[src/rtl/vid_st_pkg.sv]
// Shared types and constants for the video stream frame buffer writer and raster reader.
package vid_st_pkg;

  localparam int unsigned FB_WIDTH     = 320;
  localparam int unsigned FB_HEIGHT    = 240;
  localparam int unsigned FRAME_PIXELS = FB_WIDTH * FB_HEIGHT;

  localparam logic [1:0] ERR_NONE    = 2'b00;
  localparam logic [1:0] ERR_SHORT   = 2'b01;
  localparam logic [1:0] ERR_LONG    = 2'b10;
  localparam logic [1:0] ERR_RESTART = 2'b11;

  typedef enum logic [1:0] {StIdle, StActive, StDiscard} state_e;

  // Keep the top 4 bits of each 10-bit channel.
  function automatic logic [11:0] rgb30_to_rgb444(input logic [29:0] d);
    return {d[29:26], d[19:16], d[9:6]};
  endfunction

endpackage

[src/rtl/vid_st_fb_writer.sv]
// Avalon-ST video sink writing RGB444 pixels into the frame buffer, with framing checks.
module vid_st_fb_writer
  import vid_st_pkg::*;
#(
  parameter int unsigned WIDTH  = FB_WIDTH,
  parameter int unsigned HEIGHT = FB_HEIGHT,
  parameter int unsigned DATA_W = 30,
  parameter int unsigned PIX_W  = 12,
  parameter int unsigned ADDR_W = 17
) (
  input  logic              clk,
  input  logic              reset,
  input  logic [DATA_W-1:0] snk_data,
  input  logic              snk_valid,
  output logic              snk_ready,
  input  logic              snk_sop,
  input  logic              snk_eop,
  input  logic              hold,
  output logic [ADDR_W-1:0] wraddress,
  output logic [PIX_W-1:0]  wrdata,
  output logic              wren,
  output logic              frame_done,
  output logic              frame_err,
  output logic [1:0]        err_code,
  output logic              busy
);

  localparam int unsigned       Pixels  = WIDTH * HEIGHT;
  localparam logic [ADDR_W-1:0] LastIdx = ADDR_W'(Pixels - 1);

  state_e            state_q, state_d;
  logic [ADDR_W-1:0] cnt_q, cnt_d;
  logic              disc_first_q, disc_first_d;
  logic              wren_q, wren_d;
  logic [ADDR_W-1:0] addr_q, addr_d;
  logic [PIX_W-1:0]  data_q, data_d;
  logic              done_q, done_d;
  logic              err_q, err_d;
  logic [1:0]        code_q, code_d;

  logic              accept;
  logic              take;
  logic              restart;
  logic [ADDR_W-1:0] pos;

  assign snk_ready = ~reset;
  assign accept    = snk_valid & snk_ready;

  always_comb begin
    state_d      = state_q;
    cnt_d        = cnt_q;
    disc_first_d = disc_first_q;
    wren_d       = 1'b0;
    addr_d       = addr_q;
    data_d       = data_q;
    done_d       = 1'b0;
    err_d        = 1'b0;
    code_d       = code_q;
    take         = 1'b0;
    restart      = 1'b0;
    pos          = '0;

    unique case (state_q)
      StIdle: begin
        if (accept && snk_sop && !hold) begin
          take = 1'b1;
        end
      end
      StActive: begin
        if (accept) begin
          take    = 1'b1;
          restart = snk_sop;
          pos     = snk_sop ? '0 : cnt_q;
        end
      end
      StDiscard: begin
        if (accept) begin
          if (disc_first_q) begin
            err_d  = 1'b1;
            code_d = ERR_LONG;
          end
          disc_first_d = 1'b0;
          if (snk_sop && !hold) begin
            take = 1'b1;
          end else if (snk_sop || snk_eop) begin
            state_d = StIdle;
          end
        end
      end
      default: state_d = StIdle;
    endcase

    // Common handling of a beat that belongs to a frame, located at pixel index pos.
    if (take) begin
      wren_d = 1'b1;
      addr_d = pos;
      data_d = rgb30_to_rgb444(snk_data);
      if (snk_eop) begin
        state_d = StIdle;
        cnt_d   = '0;
        if (pos == LastIdx) begin
          done_d = 1'b1;
          err_d  = 1'b0;
        end else begin
          err_d  = 1'b1;
          code_d = ERR_SHORT;
        end
      end else if (pos == LastIdx) begin
        state_d      = StDiscard;
        cnt_d        = '0;
        disc_first_d = 1'b1;
      end else begin
        state_d = StActive;
        cnt_d   = pos + ADDR_W'(1);
      end
    end

    if (restart) begin
      err_d  = 1'b1;
      code_d = ERR_RESTART;
      done_d = 1'b0;
    end
  end

  always_ff @(posedge clk) begin
    if (reset) begin
      state_q      <= StIdle;
      cnt_q        <= '0;
      disc_first_q <= 1'b0;
      wren_q       <= 1'b0;
      addr_q       <= '0;
      data_q       <= '0;
      done_q       <= 1'b0;
      err_q        <= 1'b0;
      code_q       <= ERR_NONE;
    end else begin
      state_q      <= state_d;
      cnt_q        <= cnt_d;
      disc_first_q <= disc_first_d;
      wren_q       <= wren_d;
      addr_q       <= addr_d;
      data_q       <= data_d;
      done_q       <= done_d;
      err_q        <= err_d;
      code_q       <= code_d;
    end
  end

  assign wren       = wren_q;
  assign wraddress  = addr_q;
  assign wrdata     = data_q;
  assign frame_done = done_q;
  assign frame_err  = err_q;
  assign err_code   = code_q;
  assign busy       = (state_q == StActive);

endmodule
[config.mk]
export PLATFORM = sky130hd
export DESIGN_NAME = vid_st_fb_writer
export DESIGN_NICKNAME = d
export VERILOG_FILES = /design/src/rtl/vid_st_pkg.sv /design/src/rtl/vid_st_fb_writer.sv
export SDC_FILE = /design/constraint.sdc
export NUM_CORES = 1
export LEC_CHECK = 0
export BUFFER_PORTS_ARGS = -buffer_cell sky130_fd_sc_hd__buf_2
export CAP_MARGIN = 20
export CORE_AREA = 2 2 76 78
export CTS_BUF_LIST = sky130_fd_sc_hd__clkbuf_4
export CTS_CLUSTER_DIAMETER = 60
export DETAILED_ROUTE_END_ITERATION = 8
export DIE_AREA = 0 0 78 80
export PLACE_DENSITY = 0.68
export SYNTH_ARGS = -nofsm -noshare
export SYNTH_HDL_FRONTEND = slang
export SYNTH_SLANG_ARGS = --single-unit
[constraint.sdc]
create_clock -name clk -period 8.85 [get_ports clk]
set_input_delay 1.77 -clock clk [delete_from_list [all_inputs] [get_ports clk]]
set_output_delay 1.77 -clock clk [all_outputs]
set_load 0.02 [all_outputs]
* Yosys cells after proc, flatten, opt, wreduce, memory -nomap -nowiden
Index checks and enable logic that the tools add are counted.
Word-level totals: register bits after elaboration 54, word-level logic and storage cells 70, output and inout bits 36
Cells by class: add/subtract/negate cells 1, multiplexer cells 40, bitwise gates (word level) 4, reductions and logical operators 9, eq/ne operators 7
Operators by type and width (number):
- 17-bit two-way mux | 5
- 2-bit two-way mux | 13
- 1-bit two-way mux | 20
- 17-bit by 1-bit adder with 17-bit output (second input constant) | 1
- 17-bit equality test (second input constant) | 1
- 3-bit inequality test (second input constant) | 3
- 2-bit case mux with 2 select lines | 1
- 4-bit AND reduction | 1
- 4-bit OR reduction | 1
- 1-bit logical AND | 3
- 1-bit NOT | 3
- 1-bit case mux with 3 select lines | 1
- 2-bit by 1-bit equality test with 1-bit output (second input constant) | 1
- 2-bit equality test (second input constant) | 1
- 2-bit zero test | 1
- 2-bit by 1-bit inequality test with 1-bit output (second input constant) | 1
- 2-bit OR reduction | 1
- 1-bit AND | 1
- 1-bit zero test | 1
- 1-bit logical OR | 1

* Longest topological paths before layout
word-level depth 9, mapped depth 13, gate-level depth less buffers 10

* Worst setup path before layout
OpenSTA, ideal clock, no wires.
kind in2reg, start point input reset, end point register cnt_q[10], cell stages on the path 11, data arrival time 4.141 ns, buffers on the path 2, path slack 4.650 ns, library setup time 0.059 ns, path through buf_6 -> nand4bb_4 -> nor2_1 -> buf_2 -> and2_1 -> ha_1 -> nand3_1 -> or3_1 -> or4_1 -> a21oi_1 -> a31o_1
Between the ends: word-level cells in the longest chain between the ends 7, elaborated cells on any way between the ends 14
Ends and longest elaborated chain:
- from (decl) | RTL line vid_st_fb_writer.sv:12 | input logic reset,
- 1-bit NOT (*) | RTL line vid_st_fb_writer.sv:46 | assign snk_ready = ~reset;
- 1-bit AND (*) | RTL line vid_st_fb_writer.sv:47 | assign accept = snk_valid & snk_ready;
- 17-bit two-way mux (*) | RTL line vid_st_fb_writer.sv:70 | if (accept) begin
- 17-bit two-way mux (*) | RTL line vid_st_fb_writer.sv:63 | unique case (state_q)
- named net pos[1] | RTL line vid_st_fb_writer.sv:44 | logic [ADDR_W-1:0] pos;
- 17-bit by 1-bit adder with 17-bit output or 17-bit equality test (tied branches) | RTL line vid_st_fb_writer.sv:114, vid_st_fb_writer.sv:108
- 17-bit two-way mux (*) | RTL line vid_st_fb_writer.sv:108 | end else if (pos == LastIdx) begin
- 17-bit two-way mux (*) | RTL line vid_st_fb_writer.sv:98 | if (snk_eop) begin
- to (signal assigned) | RTL line vid_st_fb_writer.sv:138 | cnt_q <= cnt_d;
- to (decl) | RTL line vid_st_fb_writer.sv:32 | logic [ADDR_W-1:0] cnt_q, cnt_d;
The timed path passes the listed nets; every way through them passes the cells marked *. A chain may end at the register's enable or synchronous reset.

* Worst setup path in the final report
start point input reset, end point output snk_ready
Between the ends: word-level cells in the longest chain between the ends 1
Ends and longest elaborated chain:
- 1-bit NOT | RTL line vid_st_fb_writer.sv:46
- to (decl) | RTL line vid_st_fb_writer.sv:15 | output logic snk_ready,
No other way between the ends.

==> flow_summary_export.csv <==
group,metric,value,unit
global_route,grtUsageTotal,0.181,
synthesis,synth_mux_area_frac,0.00421,
setup_path,cp.required,7.08,ns
synthesis,synth_top_area_frac,0.454,
cts,cts-resized-gates,0,
synthesis,synth-seq-cells,54,
timing,maxSlewViolCount,0,
placed_design,place_hpwl,3.65,mm
pwr,power,0.413,mW
pwr,clkPwrFrac,0.353,
floorplan,die_h,80,microns
pwr,combPwrFrac,0.052,
finish,fill_cells,572,
pwr,switching_power,0.100,mW
cts,clk_latency,0.39,ns
setup_path,r2r-start,"state_q[0]",
synthesis,yosys.cell_types.count,49,
synthesis,synth-edff-count,0,
route,dr.pass1.iters,5,
timing,slew_headroom,0.366,
global_route,grt_max_degree,55,
global_route,grt_pass1_wl,9.00,mm
cts,cts_buffer_depth,2,
synthesis,synth_compound_area_frac,0.181,
synthesis,synthSimpleGateAreaFrac,0.309,
route,vias,2175,
timing,max_freq,198,MHz
floorplan,dieArea,6240,sq um
setup_path,worstSetupStartpointType,"primary input",
placed_design,finalWeightedCongestion,0.824,
synthesis,yosysTopAreaCell,"dfxtp_1",
finish,finalNetCount,363,
floorplan,die_w,78,microns
setup_path,critical_path_class,"primary input to output port",
floorplan,initial_utilization,0.440,
setup_path,cp-end-kind,"output port",
synthesis,synth_top_family_by_area,"simple AND/OR/NAND/NOR gates",
route,vias_per_cell,5.45,
cts,clockRootBuffer,"clkbuf_4",
cts,cts.htree.levels,2,
setup_path,reg2regPathDepth,10,
synthesis,synth.avg_cell_area,8.41,sq um
timing,fin_skew,0.0275,ns
cts,clock-sinks,54,
timing,tightest_slew,0.951,ns
timing,rsz0062_at_grt,"false",
setup_path,worstPathArrival,3.29,ns
floorplan,fp.coreArea,5410,sq um
global_route,grt_pass1_vias,1866,
synthesis,yosys_warnings,0,
placed_design,port-buffer-count,53,
synthesis,netlist_top_cells_area,"dfxtp_1, nand2_1, a21oi_1",
flow_run,maxCapViolations,0,
synthesis,synthFlopType,"dfxtp_1",
setup_path,path_max_fanout,54,
synthesis,yosys-top-cells-count,"dfxtp_1, nand2_1, nor2_1",
run_status,outcome,"finished, final reports clean",
cts,cts_tree,"built",
pwr,p_int,0.313,mW
pwr,power.leakage,1.05,nW
hold_path,holdPathStages,2,
synthesis,syn_nets,320,
route,wl,5.49,mm
finish,syn_to_final_growth,16.0,%
synthesis,ys_seq_area_frac,0.454,
cts,cts.clk_slew.worst_paths,0.16,ns
global_route,grt_antenna_before_repair,0,
setup_path,r2r-end,"cnt_q[10]",
synthesis,netlist_instances,283,
synthesis,synthXorXnorAreaFrac,0,
pwr,p_per_area,150,nW/um^2
pwr,p_sw_frac,0.242,
timing,setup_viol,0,
synthesis,netlist_area,2380,sq um
synthesis,synthAdderAreaFrac,0.00526,
finish,diodes,0,
timing,min_period_over_period,0.572,
hold_path,hp-class,"register to register",
global_route,overflow,0,
setup_path,ff2ff_setup_slack,6.05,ns
hold_path,hold_path.startpoint,"wrdata[11]",
floorplan,rows,27,
timing,finalHoldViolCount,0,
cts,ctsHoldBuffers,0,
pwr,p_seq_frac,0.595,
timing,min_period,5.06,ns
finish,post_route_cells_drive_above_1_share,0.226,
floorplan,pin_count,72,
route,ant_nets,0,
route,first_iter_violations,154,
pwr,peakVddDrop,0.0000645,V
cts,cts_buffers,5,
finish,final_core_util,0.511,
timing,setup_tns,0,ns
synthesis,async_flop_share,0,
hold_path,worstHoldEndpoint,"wrdata[11]",
route,drc,0,
cts,post_cts_buffers,0,
route,wire_per_inst,13.8,microns
synthesis,synth.most_common_cell,"dfxtp_1",
[worst max path at each step]
stage / from / endpoint / slack, ns / depth (start not counted)
global placement: reset / snk_ready / 3.76 / 3
floorplan: reset / cnt_q[10] / 4.65 / 11
global route: reset / snk_ready / 3.67 / 3
CTS: reset / snk_ready / 3.76 / 3
finish: reset / snk_ready / 3.79 / 3
detailed placement: reset / snk_ready / 3.76 / 3
[cells in the final DEF (no fill, tap or decap), types with 2 or more instances in the layout]
cell type / count
dfxtp_1: 54
buf_2: 53
nand2_1: 43
nor2_1: 30
a21oi_1: 27
a22oi_1: 17
nand3_1: 12
nand4_1: 9
o21ai_0: 7
nor2b_1: 6
or3_1: 6
inv_1: 5
clkbuf_4: 5
nor3b_1: 3
nand3b_1: 3
and2_1: 2
nand4bb_1: 2
nand2_2: 2
nor4_1: 2
a211oi_1: 2
nand4b_1: 2
or2_2: 2
a41oi_1: 2
and3_1: 2
o211ai_1: 2
buf_4: 2
[state kept, by name, indices dropped and copies added (netlist names)]
register and count:
wraddress 17, state_q 2, disc_first_q 1, wrdata 12, err_code 2, wren 1
frame_done 1, frame_err 1, cnt_q 17
[metrics by stage]
step / instances / setup slack [ns] / hold WS, ns / area, sq um
after global routing: 399 / 3.67 / 0.482 / 2760
after CTS: 399 / 3.76 / 0.466 / 2760
final: 399 / 3.79 / 0.465 / 2760
after floorplan: 283 / 4.65 / 0.437 / 2380
after detailed placement: 391 / 3.76 / 0.444 / 2670
after global placement: 391 / 3.76 / 0.440 / 2670
[power groups by stage]
| stage | Sequential [mW] | Clock [mW] | Combinational [mW] |
|---|---|---|---|
| final | 0.246 | 0.146 | 0.0216 |
| after global routing | 0.246 | 0.157 | 0.0237 |
| after CTS | 0.246 | 0.150 | 0.0220 |
| after global placement | 0.251 | 0 | 0.0217 |
| after floorplan | 0.253 | 0 | 0.0112 |
| after detailed placement | 0.251 | 0 | 0.0219 |
[area by class of cell]
type / count / area (sq um) / area share
Sequential cell: 54 / 1080 / 0.392
Clock buffer: 5 / 37.5 / 0.0136
Inverter: 6 / 22.5 / 0.00816
Multi-Input combinational cell: 204 / 1200 / 0.435
Tap cell: 72 / 90.1 / 0.0326
Clock inverter: 3 / 48.8 / 0.0177
Timing Repair Buffer: 55 / 280 / 0.102
[critical path, cell delays in order]
cell      delay [ns]
buf_2           0.71
clkinv_1        0.51
buf_2           0.29
[cells by family after synthesis]
logic type / count (synthesis)
mux: 1
buf+inv: 25
simple gates: 135
compound gates: 67
fa+ha+maj: 1
flops: 54
[per-layer routing]
| layer | track usage | part of all wire | vias to the layer above |
|---|---|---|---|
| met5 | 0 | 0 | - |
| met4 | 0.0667 | 0.010 | 0 |
| met3 | 0.0407 | 0.039 | 5 |
| met2 | 0.282 | 0.48 | 37 |
| met1 | 0.244 | 0.47 | 1038 |
| li1 | - | - | 1095 |
Power figures use the tool's default switching activity.
